===== config.mk =====
export PLATFORM = sky130hd
export DESIGN_NAME = display_scanner
export DESIGN_NICKNAME = d
export VERILOG_FILES = /design/src/rtl/display_pkg.sv /design/src/rtl/glyph_rom.sv /design/src/rtl/display_scanner.sv
export SDC_FILE = /design/constraint.sdc
export NUM_CORES = 1
export LEC_CHECK = 0
export ABC_AREA = 0
export BUFFER_PORTS_ARGS = -buffer_cell sky130_fd_sc_hd__buf_2
export CAP_MARGIN = 10
export CELL_PAD_IN_SITES_DETAIL_PLACEMENT = 1
export CELL_PAD_IN_SITES_GLOBAL_PLACEMENT = 2
export CORE_MARGIN = 2
export CORE_UTILIZATION = 40
export CTS_BUF_LIST = sky130_fd_sc_hd__clkbuf_8
export DETAILED_ROUTE_END_ITERATION = 10
export PLACE_DENSITY = 0.81
export SYNTH_ARGS = -nofsm -noshare
export SYNTH_HDL_FRONTEND = slang
export SYNTH_HIERARCHICAL = 1
export SYNTH_SLANG_ARGS = --single-unit

===== constraint.sdc =====
create_clock -name clock -period 4.5 [get_ports clock]
set_input_delay 0.45 -clock clock [delete_from_list [all_inputs] [get_ports clock]]
set_output_delay 0.45 -clock clock [all_outputs]
set_load 0.005 [all_outputs]

===== src/rtl/display_pkg.sv =====
// -----------------------------------------------------------------------------
// display_pkg
// Shared definitions for the four-digit seven-segment status scanner:
//   - glyph codes used by the frame composer and the glyph ROM
//   - active-high segment patterns, bit 6 = segment a ... bit 0 = segment g
//   - counter widths sized for the largest legal divider values
//   - frame_glyph(): picks the glyph for one digit position of a frame
// -----------------------------------------------------------------------------
package display_pkg;

    // Prescaler must hold SCAN_DIV-1 up to 2^20-1; blink counter up to 1022.
    localparam int PRESCALE_W = 20;
    localparam int BLINK_W    = 10;

    typedef enum logic [3:0] {
        G_0     = 4'd0,
        G_1     = 4'd1,
        G_2     = 4'd2,
        G_3     = 4'd3,
        G_L     = 4'd4,
        G_S     = 4'd5,
        G_P     = 4'd6,
        G_R     = 4'd7,
        G_I     = 4'd8,
        G_D     = 4'd9,
        G_BLANK = 4'd10
    } glyph_e;

    // Lit segments, {a,b,c,d,e,f,g}. The ROM inverts them for the
    // active-low drivers.
    localparam logic [6:0] SEG_0     = 7'b1111110;
    localparam logic [6:0] SEG_1     = 7'b0110000;
    localparam logic [6:0] SEG_2     = 7'b1101101;
    localparam logic [6:0] SEG_3     = 7'b1111001;
    localparam logic [6:0] SEG_L     = 7'b0001110;
    localparam logic [6:0] SEG_S     = 7'b1011011;
    localparam logic [6:0] SEG_P     = 7'b1100111;
    localparam logic [6:0] SEG_R     = 7'b0000101;
    localparam logic [6:0] SEG_I     = 7'b0000110;
    localparam logic [6:0] SEG_D     = 7'b0111101;
    localparam logic [6:0] SEG_BLANK = 7'b0000000;

    // Glyph for digit position idx (3 = leftmost) of a latched frame.
    function automatic glyph_e frame_glyph(
        input logic       page_irr,
        input logic [1:0] level,
        input logic       sprinkler,
        input logic [1:0] idx
    );
        glyph_e g;
        g = G_BLANK;
        if (page_irr) begin
            if (sprinkler) begin
                case (idx)
                    2'd3:    g = G_S;
                    2'd2:    g = G_P;
                    2'd1:    g = G_R;
                    default: g = G_I;
                endcase
            end else begin
                case (idx)
                    2'd3:    g = G_D;
                    2'd2:    g = G_R;
                    2'd1:    g = G_I;
                    default: g = G_P;
                endcase
            end
        end else if (idx == 2'd3) begin
            g = G_L;
        end else if (idx == 2'd0) begin
            case (level)
                2'd0:    g = G_0;
                2'd1:    g = G_1;
                2'd2:    g = G_2;
                default: g = G_3;
            endcase
        end
        return g;
    endfunction

endpackage


===== src/rtl/glyph_rom.sv =====
// -----------------------------------------------------------------------------
// glyph_rom
// Purely combinational glyph-code to segment decoder.
// Ports:
//   glyph_i  [3:0] glyph code (display_pkg::glyph_e values)
//   seg_n_o  [6:0] active-low segments {a,b,c,d,e,f,g}
// Codes with no glyph assigned decode to all segments off.
// -----------------------------------------------------------------------------
module glyph_rom
    import display_pkg::*;
(
    input  logic [3:0] glyph_i,
    output logic [6:0] seg_n_o
);

    logic [6:0] seg_on;

    always_comb begin
        seg_on = SEG_BLANK;
        case (glyph_i)
            G_0:     seg_on = SEG_0;
            G_1:     seg_on = SEG_1;
            G_2:     seg_on = SEG_2;
            G_3:     seg_on = SEG_3;
            G_L:     seg_on = SEG_L;
            G_S:     seg_on = SEG_S;
            G_P:     seg_on = SEG_P;
            G_R:     seg_on = SEG_R;
            G_I:     seg_on = SEG_I;
            G_D:     seg_on = SEG_D;
            default: seg_on = SEG_BLANK;
        endcase
        seg_n_o = ~seg_on;
    end

endmodule


===== src/rtl/display_scanner.sv =====
// -----------------------------------------------------------------------------
// display_scanner
// Multiplexes a four-digit, active-low seven-segment display showing either
// the water level page ("L  n") or the irrigation page ("SPrI"/"drIP"), with
// an optional blinking alarm indication.
// Parameters:
//   SCAN_DIV   clock cycles per digit slot (2 .. 2^20)
//   BLINK_DIV  scan ticks per alarm blink half-period (1 .. 1023)
// Ports:
//   clock                 system clock, rising edge
//   reset_n               asynchronous active-low reset
//   encoded_water [1:0]   water level 0..3
//   splinker_mode_on      1 = sprinkler, 0 = dripper
//   alarm                 alarm active
//   selector              0 = water page, 1 = irrigation page
//   segment_a..segment_g  active-low segment drives
//   display_0..display_3  active-low digit enables (display_3 leftmost)
//   displays_point        active-low decimal point
// -----------------------------------------------------------------------------
module display_scanner
    import display_pkg::*;
#(
    parameter int SCAN_DIV  = 50000,
    parameter int BLINK_DIV = 250
) (
    input  logic       clock,
    input  logic       reset_n,
    input  logic [1:0] encoded_water,
    input  logic       splinker_mode_on,
    input  logic       alarm,
    input  logic       selector,
    output logic       segment_a,
    output logic       segment_b,
    output logic       segment_c,
    output logic       segment_d,
    output logic       segment_e,
    output logic       segment_f,
    output logic       segment_g,
    output logic       display_0,
    output logic       display_1,
    output logic       display_2,
    output logic       display_3,
    output logic       displays_point
);

    // Reset: asserted asynchronously, released through two flops so all
    // state leaves reset on the same clean edge.
    logic [1:0] rst_sync_q;

    // Input synchronisers, packed {alarm, selector, encoded_water, mode}.
    logic [4:0] in_meta_q;
    logic [4:0] in_sync_q;

    logic [PRESCALE_W-1:0] presc_q;
    logic [PRESCALE_W-1:0] presc_d;
    logic                  tick;
    logic [1:0]            index_q;
    logic                  started_q;
    logic [BLINK_W-1:0]    blink_cnt_q;
    logic                  blink_phase_q;
    logic                  blink_wrap;

    // Frame latch: only updated when the index wraps 3 -> 0.
    logic       frame_alarm_q;
    logic       frame_page_q;
    logic [1:0] frame_level_q;
    logic       frame_mode_q;
    logic       frame_boundary;
    logic       alarm_d;

    logic       blank;
    glyph_e     glyph_cur;
    logic [6:0] seg_n;

    // Registered outputs.
    logic [6:0] seg_q;
    logic [3:0] en_q;
    logic       dp_q;

    always_comb begin
        tick           = (presc_q == PRESCALE_W'(SCAN_DIV - 1));
        presc_d        = tick ? '0 : presc_q + 1'b1;
        blink_wrap     = (blink_cnt_q == BLINK_W'(BLINK_DIV - 1));
        frame_boundary = tick && (index_q == 2'd3);
        alarm_d        = frame_boundary ? in_sync_q[4] : frame_alarm_q;
        // Dark until the first tick, and during the alarm's dark half-period.
        blank          = !started_q || (frame_alarm_q && blink_phase_q);
        glyph_cur      = frame_glyph(frame_page_q, frame_level_q, frame_mode_q, index_q);
    end

    glyph_rom u_glyph_rom (
        .glyph_i (glyph_cur),
        .seg_n_o (seg_n)
    );

    always_ff @(posedge clock or negedge reset_n) begin
        if (!reset_n) begin
            rst_sync_q <= 2'b00;
        end else begin
            rst_sync_q <= {rst_sync_q[0], 1'b1};
        end
    end

    always_ff @(posedge clock or negedge reset_n) begin
        if (!reset_n) begin
            in_meta_q     <= '0;
            in_sync_q     <= '0;
            presc_q       <= '0;
            index_q       <= 2'd0;
            started_q     <= 1'b0;
            blink_cnt_q   <= '0;
            blink_phase_q <= 1'b0;
            frame_alarm_q <= 1'b0;
            frame_page_q  <= 1'b0;
            frame_level_q <= 2'd0;
            frame_mode_q  <= 1'b0;
            seg_q         <= '1;
            en_q          <= '1;
            dp_q          <= 1'b1;
        end else if (rst_sync_q[1]) begin
            in_meta_q <= {alarm, selector, encoded_water, splinker_mode_on};
            in_sync_q <= in_meta_q;
            presc_q   <= presc_d;

            if (tick) begin
                index_q   <= index_q + 2'd1;
                started_q <= 1'b1;
            end

            if (frame_boundary) begin
                frame_alarm_q <= in_sync_q[4];
                frame_page_q  <= in_sync_q[3];
                frame_level_q <= in_sync_q[2:1];
                frame_mode_q  <= in_sync_q[0];
            end

            // The counter stays cleared on the boundary that raises the alarm,
            // so the first half-period is a full lit one; it clears at once
            // when the alarm drops.
            if (!frame_alarm_q || !alarm_d) begin
                blink_cnt_q   <= '0;
                blink_phase_q <= 1'b0;
            end else if (tick) begin
                if (blink_wrap) begin
                    blink_cnt_q   <= '0;
                    blink_phase_q <= ~blink_phase_q;
                end else begin
                    blink_cnt_q <= blink_cnt_q + 1'b1;
                end
            end

            // Outputs follow the index/phase updated by the previous tick edge.
            en_q  <= blank ? 4'hF : ~(4'b0001 << index_q);
            seg_q <= blank ? 7'h7F : seg_n;
            dp_q  <= !(frame_alarm_q && !blank && (index_q == 2'd0));
        end
    end

    assign segment_a      = seg_q[6];
    assign segment_b      = seg_q[5];
    assign segment_c      = seg_q[4];
    assign segment_d      = seg_q[3];
    assign segment_e      = seg_q[2];
    assign segment_f      = seg_q[1];
    assign segment_g      = seg_q[0];
    assign display_0      = en_q[0];
    assign display_1      = en_q[1];
    assign display_2      = en_q[2];
    assign display_3      = en_q[3];
    assign displays_point = dp_q;

endmodule


==> results.md, run 1 <==
Pwr:
- The worst-case IR drop observed on VDD is 0.0001652 V.
- For this design the ratio of total power to cell area is roughly 330 mW/mm2.
- The leakage component of the power is about 1.6 nW.
- After layout, the design draws a total of about 1.3 mW.

Synth:
- Among all cell types in the netlist, the one instantiated most often is dfrtp_1.
- After synthesis, the most frequently instantiated cells are dfrtp_1, nor2_1, nand2_1.
- The number of distinct standard cells referenced by the synthesized netlist is between 60 and 70.
- The number of cells produced by synthesis is 328.
- Of all cell types, the one taking the most synthesized area is dfrtp_1.
- Among all flip-flop cells after synthesis, the most frequent one is dfrtp_1.
- By area the synthesized netlist is led by dfrtp_1, dfstp_2, ha_1.
- Averaged over all synthesized cells, the footprint is approximately 10 um2.
- The Yosys step of the flow raised 6 warnings.
- The number of synthesized register bits is 63.
- The share of synthesized area occupied by flip-flops and latches is 46.68%.
- The net count after synthesis is roughly 350.
- After synthesis, the share of flip-flops with an asynchronous set or reset is 100.0%.
- Yosys mapped a number of flops with a built-in enable equal to 0.
- Of the post-synthesis cell area, the dominant cell type holds between 30% and 40%.
- Summing every instance area after synthesis gives about 0.0034 mm2.

Global route:
- The pin count of the biggest net entering global routing is 64.
- The initial antenna violation count is 0.
- In the global route stage, met3 resource usage came out at under 10%.
- The first-pass GRT wire length is roughly 13000 um.
- The via count of the first global-routing pass came to roughly 2600.
- Global routing used approximately a quarter of the available met1 tracks.
- The met2 capacity usage during global routing is around 29%.
- met2 is the most crowded layer.
- For this run, the total global-route usage over all layers was measured as 18.25%.
- For this run the aggregate overflow at the end of global routing stands at 0.

Die:
- The die extent in y is between 90 and 100 um.
- The region available for standard cell placement spans about 0.0083 mm2.
- The I/O pin count is 19.
- For this configuration, the core starts out at a cell density of 41.29%.
- The floorplan has 33 rows.
- The die is a little under 100 um wide.
- The die covers approximately 0.0093 mm2.

Clock tree:
- Counting along the longest clock path gives a buffer depth of 2.
- The clock tree synthesis step divided the H-tree into 3 levels.
- After clock tree synthesis, the setup repair step added 0 buffers.
- The tree built by TritonCTS fans out to 63 sinks.
- The latest clock arrival within the worst-skew pair is approximately 340 ps.
- TritonCTS built the clock tree.
- The CTS clock-pin slew for the worst setup and hold paths is around 80 ps.
- Counting the buffers created by CTS gives 9.
- The root buffer selected by CTS is clkbuf_8.
- The number of hold buffers added after CTS is 0.
- The number of gates resized after cts is 0.

Setup path:
- In this design, the stage delay of the slowest critical-path cell is ~470 ps.
- The slack of the worst reg-to-reg path is about 1900 ps.
- The endpoint required time on the critical path is 4790 ps.
- The critical path endpoint category is a flip-flop.
- The logic depth of the worst register-to-register path is 9.
- The critical path is of the reg -> reg type.
- The top fanout value on the critical path is 8.
- The end of the worst register-to-register path is seg_q[2].
- STA classifies the critical path startpoint as a flip-flop.
- Traced cell by cell, the critical path runs through inv_1 -> ha_1 -> nand3b_1 -> o21ai_0 -> inv_1 -> ha_1 -> or3_1 -> a22oi_2 -> o22a_1.
- The worst register-to-register path begins at index_q[0].
- The slowest cell on the critical path is o21ai_0.
- Data arrives at the worst endpoint at 2900 ps.

Timing:
- The number of hold-slack violations in the final timing report is 0.
- The actual slew at the worst max-slew pin is roughly 900 ps.
- The post-layout minimum cycle time is approximately 2600 ps.
- The number of setup violations in the final report is 0.
- On the final layout, the worst clock skew is about 7.7 ps.
- Headroom to the max-slew limit came out at slightly below 40%.
- The final worst hold slack is around 270 ps.
- The number of slew-limit violations in the final report is 0.
- After layout, the worst path uses a little under 60% of the clock period.
- Setup repair after global routing left no endpoint under its margin.
- The timing-limited maximum frequency is roughly 380 MHz.
- Setup total negative slack on the finished layout was measured at 0 ps.

Routing:
- In this run the remaining antenna-violating nets after routing total 0.
- The DRC violation count after routing is 0.
- The mean number of vias per cell is about 5.5.
- After detailed routing, the average wire length per cell comes to 16.72 um.
- Wires add up to between 7000 and 8000 um.
- The iteration-0 DRC count of the detailed router is 59.
- For this block, the via count after detailed routing is between 2000 and 3000.
- The length of the first detailed-routing pass in iterations is 4.

Layout:
- The filler cell count in the final layout is roughly 940.
- 0 antenna diodes ended up in the layout.
- The layout-stage area growth over the synthesis result is 10.90%.
- Cells with a size suffix above 1 make up 24.72% of the layout.
- The number of nets in the layout is approximately 370.

Placed design:
- During placement, the flow inserted port buffers numbering 18.
- The sum of net half-perimeters after detailed placement is between 5000 and 6000 um.
- Routability-driven placement finished with a final weighted congestion of ~0.78.

Run:
- The total of max-cap violations is 0.

Worst hold path:
- In this run the worst hold path is classified as in -> async.

Status:
- The flow ran to the end, and the final reports show no timing, DRC or antenna violations.
==> critical path, delay by kind of cell (launching register included) <==
family / cells / cell delay [ps]
flops: 1 / 420
simple gates: 2 / 470
buf+inv: 2 / 320
fa+ha+maj: 2 / 590
compound gates: 3 / 750
==> metrics by stage <==
step                cell area, um2  worst slack, ps  util (%)  instances
floorplan                     3410             2204         -        328
global placement              3577             2147     43.32        441
detailed placement            3577             1868     43.32        441
CTS                           3781             1849     45.79        457
global route                  3781             1697     45.79        457
finish                        3781             1894     45.79        457
==> power breakdown <==
group / internal (mW) / switching (mW) / total, mW
combinational: 0.0424 / 0.0468 / 0.0892
clock: 0.263 / 0.254 / 0.517
sequential: 0.601 / 0.0452 / 0.646
total: 0.907 / 0.346 / 1.25
==> worst max-delay path by stage <==
stage | from | end | slack [ps] | depth (start not counted)
2_1_floorplan | index_q[0] | seg_q[2] | 2200 | 10
3_3_place_gp | index_q[0] | seg_q[0] | 2150 | 8
3_5_place_dp | index_q[0] | seg_q[2] | 1870 | 9
4_1_cts | index_q[0] | seg_q[2] | 1850 | 9
5_1_grt | index_q[0] | seg_q[2] | 1700 | 9
6_report | index_q[0] | seg_q[2] | 1890 | 9
==> routing by layer <==
layer	vias to the layer above	share of wire, %
met5	-	0
met4	0	1.5
met3	10	2.2
met2	24	46
met1	1256	50
li1	1214	-
==> cell usage in the layout, fill, tap and decap left out, drive strengths merged, types with 7 or more instances in the layout <==
cell and instances:
dfrtp 51, nor2 29, nand2 24, buf 21
a21oi 19, inv 17, mux2 16, nand4 14
ha 14, xnor2 12, dfstp 12, o21ai 11
nand3 10, nor3 9, clkbuf 9, nor2b 8
nor4 8, o22a 7
==> sequential cells by signal (all words and copies together) (netlist names) <==
signal	count
in_meta_q	5
displays_point	1
started_q	1
frame_level_q	2
blink_cnt_q	10
en_q	4
frame_alarm_q	1
blink_phase_q	1
frame_page_q	1
presc_q	20
index_q	2
in_sync_q	5
seg_q	7
rst_sync_q	2
frame_mode_q	1
==> cell families (layout without fill, tap and decap cells) <==
| family | count (synthesis) | count (layout) | share of synthesized area [%] |
|---|---|---|---|
| mux | 19 | 19 | 6.716 |
| simple gates | 129 | 129 | 21.84 |
| buf+inv | 27 | 51 | 3.779 |
| compound gates | 59 | 59 | 11.63 |
| flops | 63 | 63 | 46.68 |
| other cells | 1 | 1 | 0.1100 |
| fa+ha+maj | 14 | 14 | 5.138 |
| xor+xnor | 16 | 16 | 4.110 |
==> final cells by class <==
class	count	area [um2]	share of cell area, %
multi-input combinational	238	1689	44.67
sequential	63	1592	42.09
tap	105	131.4	3.475
clock buffer	9	123.9	3.276
timing repair buffer	21	112.6	2.978
clock inverter	7	80.08	2.118
inverter	14	52.55	1.390
Note: power is estimated with default switching activity, not from simulation.
==> run 2: changes to the inputs <==
--- a/config.mk
+++ b/config.mk
@@ -5,16 +5,16 @@
 export SDC_FILE = /design/constraint.sdc
 export NUM_CORES = 1
 export LEC_CHECK = 0
-export ABC_AREA = 0
+export ABC_AREA = 1
 export BUFFER_PORTS_ARGS = -buffer_cell sky130_fd_sc_hd__buf_2
 export CAP_MARGIN = 10
 export CELL_PAD_IN_SITES_DETAIL_PLACEMENT = 1
 export CELL_PAD_IN_SITES_GLOBAL_PLACEMENT = 2
 export CORE_MARGIN = 2
-export CORE_UTILIZATION = 40
+export CORE_UTILIZATION = 37
 export CTS_BUF_LIST = sky130_fd_sc_hd__clkbuf_8
 export DETAILED_ROUTE_END_ITERATION = 10
-export PLACE_DENSITY = 0.81
+export PLACE_DENSITY = 0.83
 export SYNTH_ARGS = -nofsm -noshare
 export SYNTH_HDL_FRONTEND = slang
 export SYNTH_HIERARCHICAL = 1
==> constraint.sdc (replaced) <==
create_clock -name clock -period 2.5 [get_ports clock]
set_input_delay 0.25 -clock clock [delete_from_list [all_inputs] [get_ports clock]]
set_output_delay 0.25 -clock clock [all_outputs]
set_load 0.005 [all_outputs]
==> run 2 against run 1 <==
  * Power increased by 110%
  * Die area rose by 12%
  * Cell area up 8.0%
  * Register-to-register slack worse by 1600 ps
  * First-iteration DRC count unchanged
  * Utilization is 1.8 points lower
  * Clock power rose by 140%
  * Synthesized cell count rose by 42%
  * Sequential share of layout area fell by 3.1 points
  * Synthesized area up 4.2%
  * Count of clock-buffer cells in the layout did not move
  * Combinational power rose to 2.9 times the previous value
  * Largest cell class unchanged
  * Largest power group is now the clock network
  * Highest routed layer unchanged
==> results.md, run 2 <==
Global route:
- The initial antenna violation count is 0 (unchanged).
- The total congestion overflow after global routing was 0 (unchanged).
- The first-pass GRT wire length was 15380 um (was 13040 um).
- The aggregate global-route resource usage came to 18.99% (was 18.25%).
- The via count of the first global-routing pass was 3171 (was 2638).
- The pin count of the biggest net entering global routing came to 64 (unchanged).

Routing:
- The iteration-0 DRC count of the detailed router is 59 (unchanged).
- The DRC violation count after routing came to 0 (unchanged).
- The mean number of vias per cell came to 4.897 (was 5.479).
- The average wire per standard cell is 14.28 um (was 16.72 um).
- The number of nets with antenna violations after detailed routing is 0 (unchanged).
- The total wirelength of the detailed-routed design is 8913 um (was 7642 um).
- The length of the first detailed-routing pass in iterations is 4 (unchanged).
- The vias after detailed routing is 3056 (was 2504).

Synth:
- The post-synthesis share of cell area spent on and, or, nand and nor gates is 30.64% (was 21.83%).
- The main combinational cell family by area after synthesis is simple AND/OR/NAND/NOR gates (unchanged).
- The compound-gate portion of the synthesized area is 8.454% (was 11.63%).
- The mapped cell area is 0.003552 mm2 (was 0.003410 mm2).
- Top cells by area, synth: dfrtp_1, nand2_1, dfstp_2 (was dfrtp_1, dfstp_2, ha_1).
- The mux cell area share after synthesis is 0% (was 6.716%).
- The share of synthesized area occupied by flip-flops and latches came to 44.80% (was 46.68%).
- The net count after synthesis was 487 (was 349).
- The leading cell type by number of instances after synthesis is nand2_1 (was dfrtp_1).
- The fraction of synthesis flops using an asynchronous set or reset pin came to 100.0% (unchanged).
- The cell accounting for the most synthesized area is dfrtp_1 (unchanged).
- The number of distinct standard cells referenced by the synthesized netlist is 34 (was 63).
- The number of enable-type register cells in the synthesized netlist is 0 (unchanged).
- The adder and majority cell fraction of the synthesized area is 4.931% (was 5.138%).
- Leading post-synthesis cells by instance count: nand2_1, dfrtp_1, inv_1 (was dfrtp_1, nor2_1, nand2_1).
- The post-synthesis average cell area is 7.623 um2 (was 10.39 um2).
- The area share of the largest cell type after synthesis came to 35.93% (was 37.43%).
- The number of cells produced by synthesis came to 466 (was 328).
- The XOR/XNOR share of the synthesized area is 3.452% (was 4.110%).
- The total number of yosys warnings was 6 (unchanged).
- The number of synthesized register bits came to 63 (unchanged).
- The prevailing post-synth register cell was dfrtp_1 (unchanged).

Timing:
- The number of slew-limit violations in the final report is 0 (unchanged).
- The number of hold-slack violations in the final timing report was 0 (unchanged).
- The actual slew at the worst max-slew pin is 629.8 ps (was 915.3 ps).
- The post-route clock skew was 10.20 ps (was 7.700 ps).
- The worst relative slew slack is 57.69% (was 38.98%).
- The final worst hold slack is 103.4 ps (was 267.5 ps).
- The sum of negative setup slack came to 0 ps (unchanged).
- The share of the clock period used by the worst path came to 87.23% (was 57.91%).
- The post-layout minimum cycle time is 2181 ps (was 2606 ps).
- The number of setup violations in the final report came to 0 (unchanged).
- The timing-limited maximum frequency was 458.6 MHz (was 383.8 MHz).
- Unrepaired setup endpoints after global routing: false (unchanged).

Layout:
- The filler cell count in the final layout is 1184 (was 942).
- The most frequent standard cell in the layout excluding fill and tap cells is nand2_1 (was dfrtp_1).
- Largest regs: presc_q: 20 flops, blink_cnt_q: 10 flops, seg_q: 7 flops (unchanged).
- The number of flip-flops under the largest register name is 20 (unchanged).
- The layout-stage area growth over the synthesis result came to 15.01% (was 10.90%).
- The ratio of cells with drive above 1 in the final layout was 15.15% (was 24.72%).
- The number of nets in the layout is 511 (was 368).
- Most frequent cells in the layout: nand2_1, dfrtp_1, inv_1 (was dfrtp_1, nor2_1, nand2_1).
- The top register by number of flip-flops is presc_q (unchanged).
- The antenna diode count is 0 (unchanged).

Setup path:
- The startpoint kind of the worst setup timing path is a flip-flop (unchanged).
- The endpoint required time on the critical path is 2770 ps (was 4790 ps).
- The critical path endpoint category is a flip-flop (unchanged).
- The arrival time of the worst setup path is 2450 ps (was 2900 ps).
- The top fanout value on the critical path came to 4 (was 8).
- The type of the worst setup path is reg -> reg (unchanged).

Die:
- The core region area is 0.009284 mm2 (was 0.008258 mm2).
- The die extent in y is 102.0 um (was 96.33 um).
- The die outline area is 0.01040 mm2 (was 0.009279 mm2).
- The I/O pin count is 19 (unchanged).
- The floorplan row count came to 35 (was 33).
- The initial core utilization was 38.26% (was 41.29%).
- The die span in x was 102.0 um (was 96.33 um).

Clock tree:
- The clock buffer count from CTS is 9 (unchanged).
- The TritonCTS clock tree is yes (unchanged).
- The deepest level of the CTS H-tree is 3 (unchanged).
- The root buffer selected by CTS was clkbuf_8 (unchanged).
- The number of buffers on the longest clock path came to 2 (unchanged).
- The total setup buffers inserted after CTS is 0 (unchanged).
- The CTS clock-pin slew for the worst setup and hold paths was 80 ps (about the same).
- The latest clock arrival within the worst-skew pair is 350 ps (was 340 ps).
- The count of clock tree sinks is 63 (unchanged).

Placed design:
- The final estimated routing congestion in global placement was 0.8666 (was 0.7773).
- The sum of net half-perimeters after detailed placement was 6311 um (was 5257 um).
- The count of buffers from port buffering was 18 (unchanged).

Run:
- The total of max-cap violations is 0 (unchanged).

Worst hold path:
- The class of the tightest hold or removal check was in -> reg (was in -> async).

Pwr:
- The maximum vdd ir drop was 0.0002764 V (was 0.0001652 V).
- The ratio of total power to cell area is 653.9 mW/mm2 (was 331.1 mW/mm2).
- The leakage component of the power is 2.007 nW (was 1.557 nW).

Status:
- Run status: complete, no violations (unchanged).
## run 2: cell types whose count changed in the layout (fill, tap and decap cells not counted), sizes merged, moves of 5 or more
cell | before | now
a21oi | 19 | 12
and3 | 5 | 0
inv | 17 | 56
mux2 | 16 | 0
nand2 | 24 | 142
nand3 | 10 | 31
nor2 | 29 | 47
nor2b | 8 | 0
nor4 | 8 | 2
o21ai | 11 | 38
o22a | 7 | 0
xnor2 | 12 | 0
xor2 | 4 | 14
## run 2: logic make-up after synthesis
kind of cell / count (synthesis)
and+or+nand+nor: 250
other: 1
xor gates and xnor gates: 14
AOI/OAI and AO/OA: 55
adders and majority gates: 14
DFF: 63
buffers and inverters: 69
## run 2: layout make-up
class	instances	area (um2)	area share [%]
Timing Repair Buffer	25	157.7	3.859
Inverter	57	215.2	5.268
Clock inverter	7	145.1	3.553
Multi-Input combinational cell	334	1690	41.38
Sequential cell	63	1592	38.96
Tap cell	129	161.4	3.951
Clock buffer	9	123.9	3.032
## run 2: path summary, 6_finish.rpt
path                            slack (ps)        startpoint             to  cells after the start
worst max-delay path                   320        index_q[0]       seg_q[4]                     11
worst min register to register         350     rst_sync_q[0]  rst_sync_q[1]                      0
min in group asynchronous              450           reset_n     presc_q[8]                      3
max in group asynchronous             1730           reset_n       seg_q[2]                      3
worst min-delay path                   100  splinker_mode_on   in_meta_q[0]                      3
worst max register to register         320        index_q[0]       seg_q[4]                     11
## run 2: repair_timing
| item | 4_1_cts | 5_1_grt |
|---|---|---|
| setup endpoints to repair | 0 | 3 |
| hold buffers | 1 | 0 |
| hold endpoints to repair | 51 | 0 |
| gates resized for setup | 0 | 1 |
## run 2: metal layers
| layer | GRT usage (%) | share of wire, % | up-vias |
|---|---|---|---|
| met3 | 3.215 | 2.6 | 10 |
| met5 | 0 | 0 | - |
| li1 | - | - | 1531 |
| met2 | 30.57 | 48 | 32 |
| met4 | 6.462 | 1.3 | 0 |
| met1 | 26.06 | 49 | 1483 |
## run 2: metrics by stage
stage / area (um2) / setup slack, ps / cells / power, mW / utilization (%)
floorplan: 3552 / 283.5 / 466 / 1.366 / -
global placement: 3806 / 371.9 / 607 / 1.461 / 41.00
detailed placement: 3806 / 230.1 / 607 / 1.469 / 41.00
CTS: 4085 / 224.0 / 624 / 2.716 / 44.00
global route: 4085 / 59.07 / 624 / 2.799 / 44.00
finish: 4085 / 319.2 / 624 / 2.671 / 44.00
## run 2: report_power, final
| group | switching, mW | leakage (nW) | total, mW | internal (mW) |
|---|---|---|---|---|
| clock network | 0.459 | 0.130 | 1.23 | 0.767 |
| logic | 0.169 | 1.07 | 0.261 | 0.0924 |
| registers | 0.0818 | 0.807 | 1.18 | 1.10 |
## run 2: critical path: stages (launching register included)
cell and delay (ps):
dfrtp_1 420, ha_1 250, nor2_1 180, nand3_1 80
o21ai_0 210, inv_1 200, ha_1 250, or2_0 200
nand3_1 70, nand2_1 50, o21ai_0 150, nand2_1 60
==> run 3: changes to the inputs <==
--- a/config.mk
+++ b/config.mk
@@ -5,16 +5,15 @@
 export SDC_FILE = /design/constraint.sdc
 export NUM_CORES = 1
 export LEC_CHECK = 0
-export ABC_AREA = 1
 export BUFFER_PORTS_ARGS = -buffer_cell sky130_fd_sc_hd__buf_2
 export CAP_MARGIN = 10
 export CELL_PAD_IN_SITES_DETAIL_PLACEMENT = 1
 export CELL_PAD_IN_SITES_GLOBAL_PLACEMENT = 2
 export CORE_MARGIN = 2
-export CORE_UTILIZATION = 37
+export CORE_UTILIZATION = 40
 export CTS_BUF_LIST = sky130_fd_sc_hd__clkbuf_8
 export DETAILED_ROUTE_END_ITERATION = 10
-export PLACE_DENSITY = 0.83
+export PLACE_DENSITY = 0.81
 export SYNTH_ARGS = -nofsm -noshare
 export SYNTH_HDL_FRONTEND = slang
 export SYNTH_HIERARCHICAL = 1
==> run 3 against run 2 <==
  * Largest cell class unchanged
  * Critical path type unchanged
  * Utilization is 2.1 points higher
  * Global-route usage is 0.43 points lower
  * Power is 19% lower
  * Largest power group is now sequential cells
  * Setup slack worse by 100 ps
  * Combinational power is 37% lower
  * Sequential share of layout area is 2.8 points higher
  * Sequential cell count stayed put
  * Clock power is 33% lower
==> results.md, run 3 (synthesis gave the netlist of run 1 again) <==
Status:
- Run status: complete, no violations (unchanged).

Die:
- The I/O pin count came to 19 (unchanged).
- The core region area was 0.008258 mm2 (was 0.009284 mm2).
- The die extent in y is 96.33 um (was 102.0 um).
- The die outline area is 0.009279 mm2 (was 0.01040 mm2).
- The die span in x is 96.33 um (was 102.0 um).
- The initial core utilization is 41.29% (was 38.26%).
- The floorplan row count is 33 (was 35).

Pwr:
- The leakage component of the power is 1.572 nW (was 2.007 nW).
- The clock network fraction of design power is 38.2% (was 45.9%).
- The relative contribution of sequential cells to total power is 54.2% (was 44.3%).
- The ratio of total power to cell area was 565.8 mW/mm2 (was 653.9 mW/mm2).
- The switching share of total power was 29.01% (was 26.56%).
- The total net switching power was 0.6254 mW (was 0.7095 mW).
- The combinational group share of total power is 7.6% (was 9.8%).
- The internal power consumption came to 1.530 mW (was 1.962 mW).
- The maximum vdd ir drop came to 0.0002922 V (was 0.0002764 V).

Layout:
- The number of flip-flops under the largest register name is 20 (unchanged).
- The antenna diode count was 0 (unchanged).
- The ratio of cells with drive above 1 in the final layout is 25.77% (was 15.15%).
- Largest regs: presc_q: 20 flops, blink_cnt_q: 10 flops, seg_q: 7 flops (unchanged).
- Most frequent cells in the layout: dfrtp_1, nor2_1, nand2_1 (was nand2_1, dfrtp_1, inv_1).
- The most frequent standard cell in the layout excluding fill and tap cells is dfrtp_1 (was nand2_1).
- The layout-stage area growth over the synthesis result is 11.74% (was 15.01%).
- The number of non-filler instances in the completed layout came to 462 (was 624).
- The number of nets in the layout is 373 (was 511).
- The filler cell count in the final layout was 944 (was 1184).
- The top register by number of flip-flops is presc_q (unchanged).

Routing:
- The vias after detailed routing is 2515 (was 3056).
- The length of the first detailed-routing pass in iterations is 4 (unchanged).
- The DRC violation count after routing is 0 (unchanged).
- The total wirelength of the detailed-routed design is 7714 um (was 8913 um).
- The number of nets with antenna violations after detailed routing is 0 (unchanged).
- The iteration-0 DRC count of the detailed router came to 111 (was 59).
- The average wire per standard cell was 16.70 um (was 14.28 um).
- The mean number of vias per cell came to 5.444 (was 4.897).

Global route:
- The pin count of the biggest net entering global routing is 43 (was 64).
- The first-pass GRT wire length came to 12990 um (was 15380 um).
- The aggregate global-route resource usage was 18.55% (was 18.99%).
- The total congestion overflow after global routing is 0 (unchanged).
- The initial antenna violation count is 0 (unchanged).
- The via count of the first global-routing pass is 2581 (was 3171).

Placed design:
- The minimum setup slack after placement is 147.3 ps (was 230.1 ps).
- The sum of net half-perimeters after detailed placement is 5369 um (was 6311 um).
- The final estimated routing congestion in global placement is 0.8224 (was 0.8666).
- The count of buffers from port buffering is 18 (unchanged).
- The number of cells after detailed placement is 445 (was 607).

Setup path:
- The arrival time of the worst setup path is 2580 ps (was 2450 ps).
- The top fanout value on the critical path is 7 (was 4).
- The endpoint required time on the critical path came to 2800 ps (was 2770 ps).
- The type of the worst setup path is reg -> reg (unchanged).
- The critical path endpoint category is a flip-flop (unchanged).
- The startpoint kind of the worst setup timing path is a flip-flop (unchanged).

Run:
- The total of max-cap violations is 0 (unchanged).

Clock tree:
- The TritonCTS clock tree is yes (unchanged).
- The count of clock tree sinks is 63 (unchanged).
- The total setup buffers inserted after CTS is 0 (unchanged).
- The CTS clock-pin slew for the worst setup and hold paths is 80 ps (about the same).
- The deepest level of the CTS H-tree is 3 (unchanged).
- The latest clock arrival within the worst-skew pair is 350 ps (about the same).
- The number of buffers on the longest clock path came to 2 (unchanged).
- The clock buffer count from CTS is 9 (unchanged).
- The root buffer selected by CTS was clkbuf_8 (unchanged).

Timing:
- The number of slew-limit violations in the final report is 0 (unchanged).
- Unrepaired setup endpoints after global routing: false (unchanged).
- The timing-limited maximum frequency is 437.7 MHz (was 458.6 MHz).
- The smallest setup slack after layout is 215.4 ps (was 319.2 ps).
- The number of hold-slack violations in the final timing report is 0 (unchanged).
- The worst relative slew slack came to 52.76% (was 57.69%).
- The share of the clock period used by the worst path is 91.38% (was 87.23%).
- The post-layout minimum cycle time is 2285 ps (was 2181 ps).
- The sum of negative setup slack is 0 ps (unchanged).
- The actual slew at the worst max-slew pin is 702.1 ps (was 629.8 ps).
- The number of setup violations in the final report is 0 (unchanged).
- The post-route clock skew is 11.96 ps (was 10.20 ps).

Worst hold path:
- The class of the tightest hold or removal check is in -> reg (unchanged).
-- run 3: changes by cell type in the layout (fill, tap and decap cells not counted), moves of 8 or more --
| cell | delta |
|---|---|
| a21oi_1 | +9 |
| nand3_1 | -21 |
| xor2_1 | -10 |
| nand2_1 | -113 |
| inv_1 | -35 |
| xnor2_1 | +12 |
| o21ai_1 | -10 |
| nor2_1 | -17 |
| mux2_2 | +11 |
| nor2b_1 | +8 |
| o21ai_0 | -17 |
-- run 3: worst max-delay path, cell delays in order (launching register included) --
cell	delay [ps]
dfrtp_1	410
inv_1	110
ha_1	340
nor2b_1	50
o21ai_0	150
o21a_2	240
inv_1	110
ha_1	210
or3_1	360
a22oi_2	120
o22a_1	140
-- run 3: worst paths after layout --
path                                   from       endpoint  slack (ps)  depth (start not counted)
hold reg to reg               rst_sync_q[0]  rst_sync_q[1]         350                          0
hold / removal             encoded_water[1]   in_meta_q[2]         120                          2
setup / recovery                 index_q[0]       seg_q[2]         220                         10
min in group asynchronous           reset_n    presc_q[11]         470                          2
max in group asynchronous           reset_n       seg_q[1]        1340                          3
setup reg to reg                 index_q[0]       seg_q[2]         220                         10
-- run 3: layout make-up --
cell class | instances | area, um2 | share of cell area [%]
clock buffers | 9 | 123.9 | 3.251
flip-flops and latches | 63 | 1592 | 41.77
multi-input cells | 238 | 1690 | 44.37
inverters | 14 | 52.55 | 1.379
well taps | 105 | 131.4 | 3.448
clock inverters | 7 | 55.05 | 1.445
repair buffers | 26 | 165.2 | 4.335
-- run 3: per-layer routing --
layer	GRT usage (%)	vias to the layer above	share of wire [%]
met1	25.53	1255	50
met3	3.759	8	2.4
li1	-	1225	-
met2	29.17	27	46
met5	0	-	0
met4	6.338	0	1.3
-- run 3: stage by stage --
| step | total power, mW | utilization [%] | instance area, um2 | hold slack (ps) |
|---|---|---|---|---|
| 6_report | 2.156 | 46.14 | 3810 | 122.3 |
| 5_1_grt | 2.263 | 46.14 | 3810 | 117.1 |
| 4_1_cts | 2.200 | 46.12 | 3809 | 102.2 |
| 3_5_place_dp | 1.352 | 43.83 | 3620 | 335.8 |
| 3_3_place_gp | 1.340 | 43.83 | 3620 | 328.9 |
| 2_1_floorplan | 1.275 | - | 3410 | -45.59 |
-- run 3: repair_timing --
| item | in CTS | in global routing |
|---|---|---|
| setup endpoints to repair | 0 | 1 |
| hold endpoints to repair | 24 | 0 |
| gates resized for setup | 0 | 1 |
| hold buffers | 1 | 0 |
-- run 3: power groups by stage --
stage	Clock (mW)	Sequential, mW	Combinational [mW]
2_1_floorplan	0	1.16	0.119
6_report	0.824	1.17	0.164
3_5_place_dp	0	1.19	0.166
3_3_place_gp	0	1.18	0.161
5_1_grt	0.894	1.18	0.188
4_1_cts	0.863	1.17	0.169
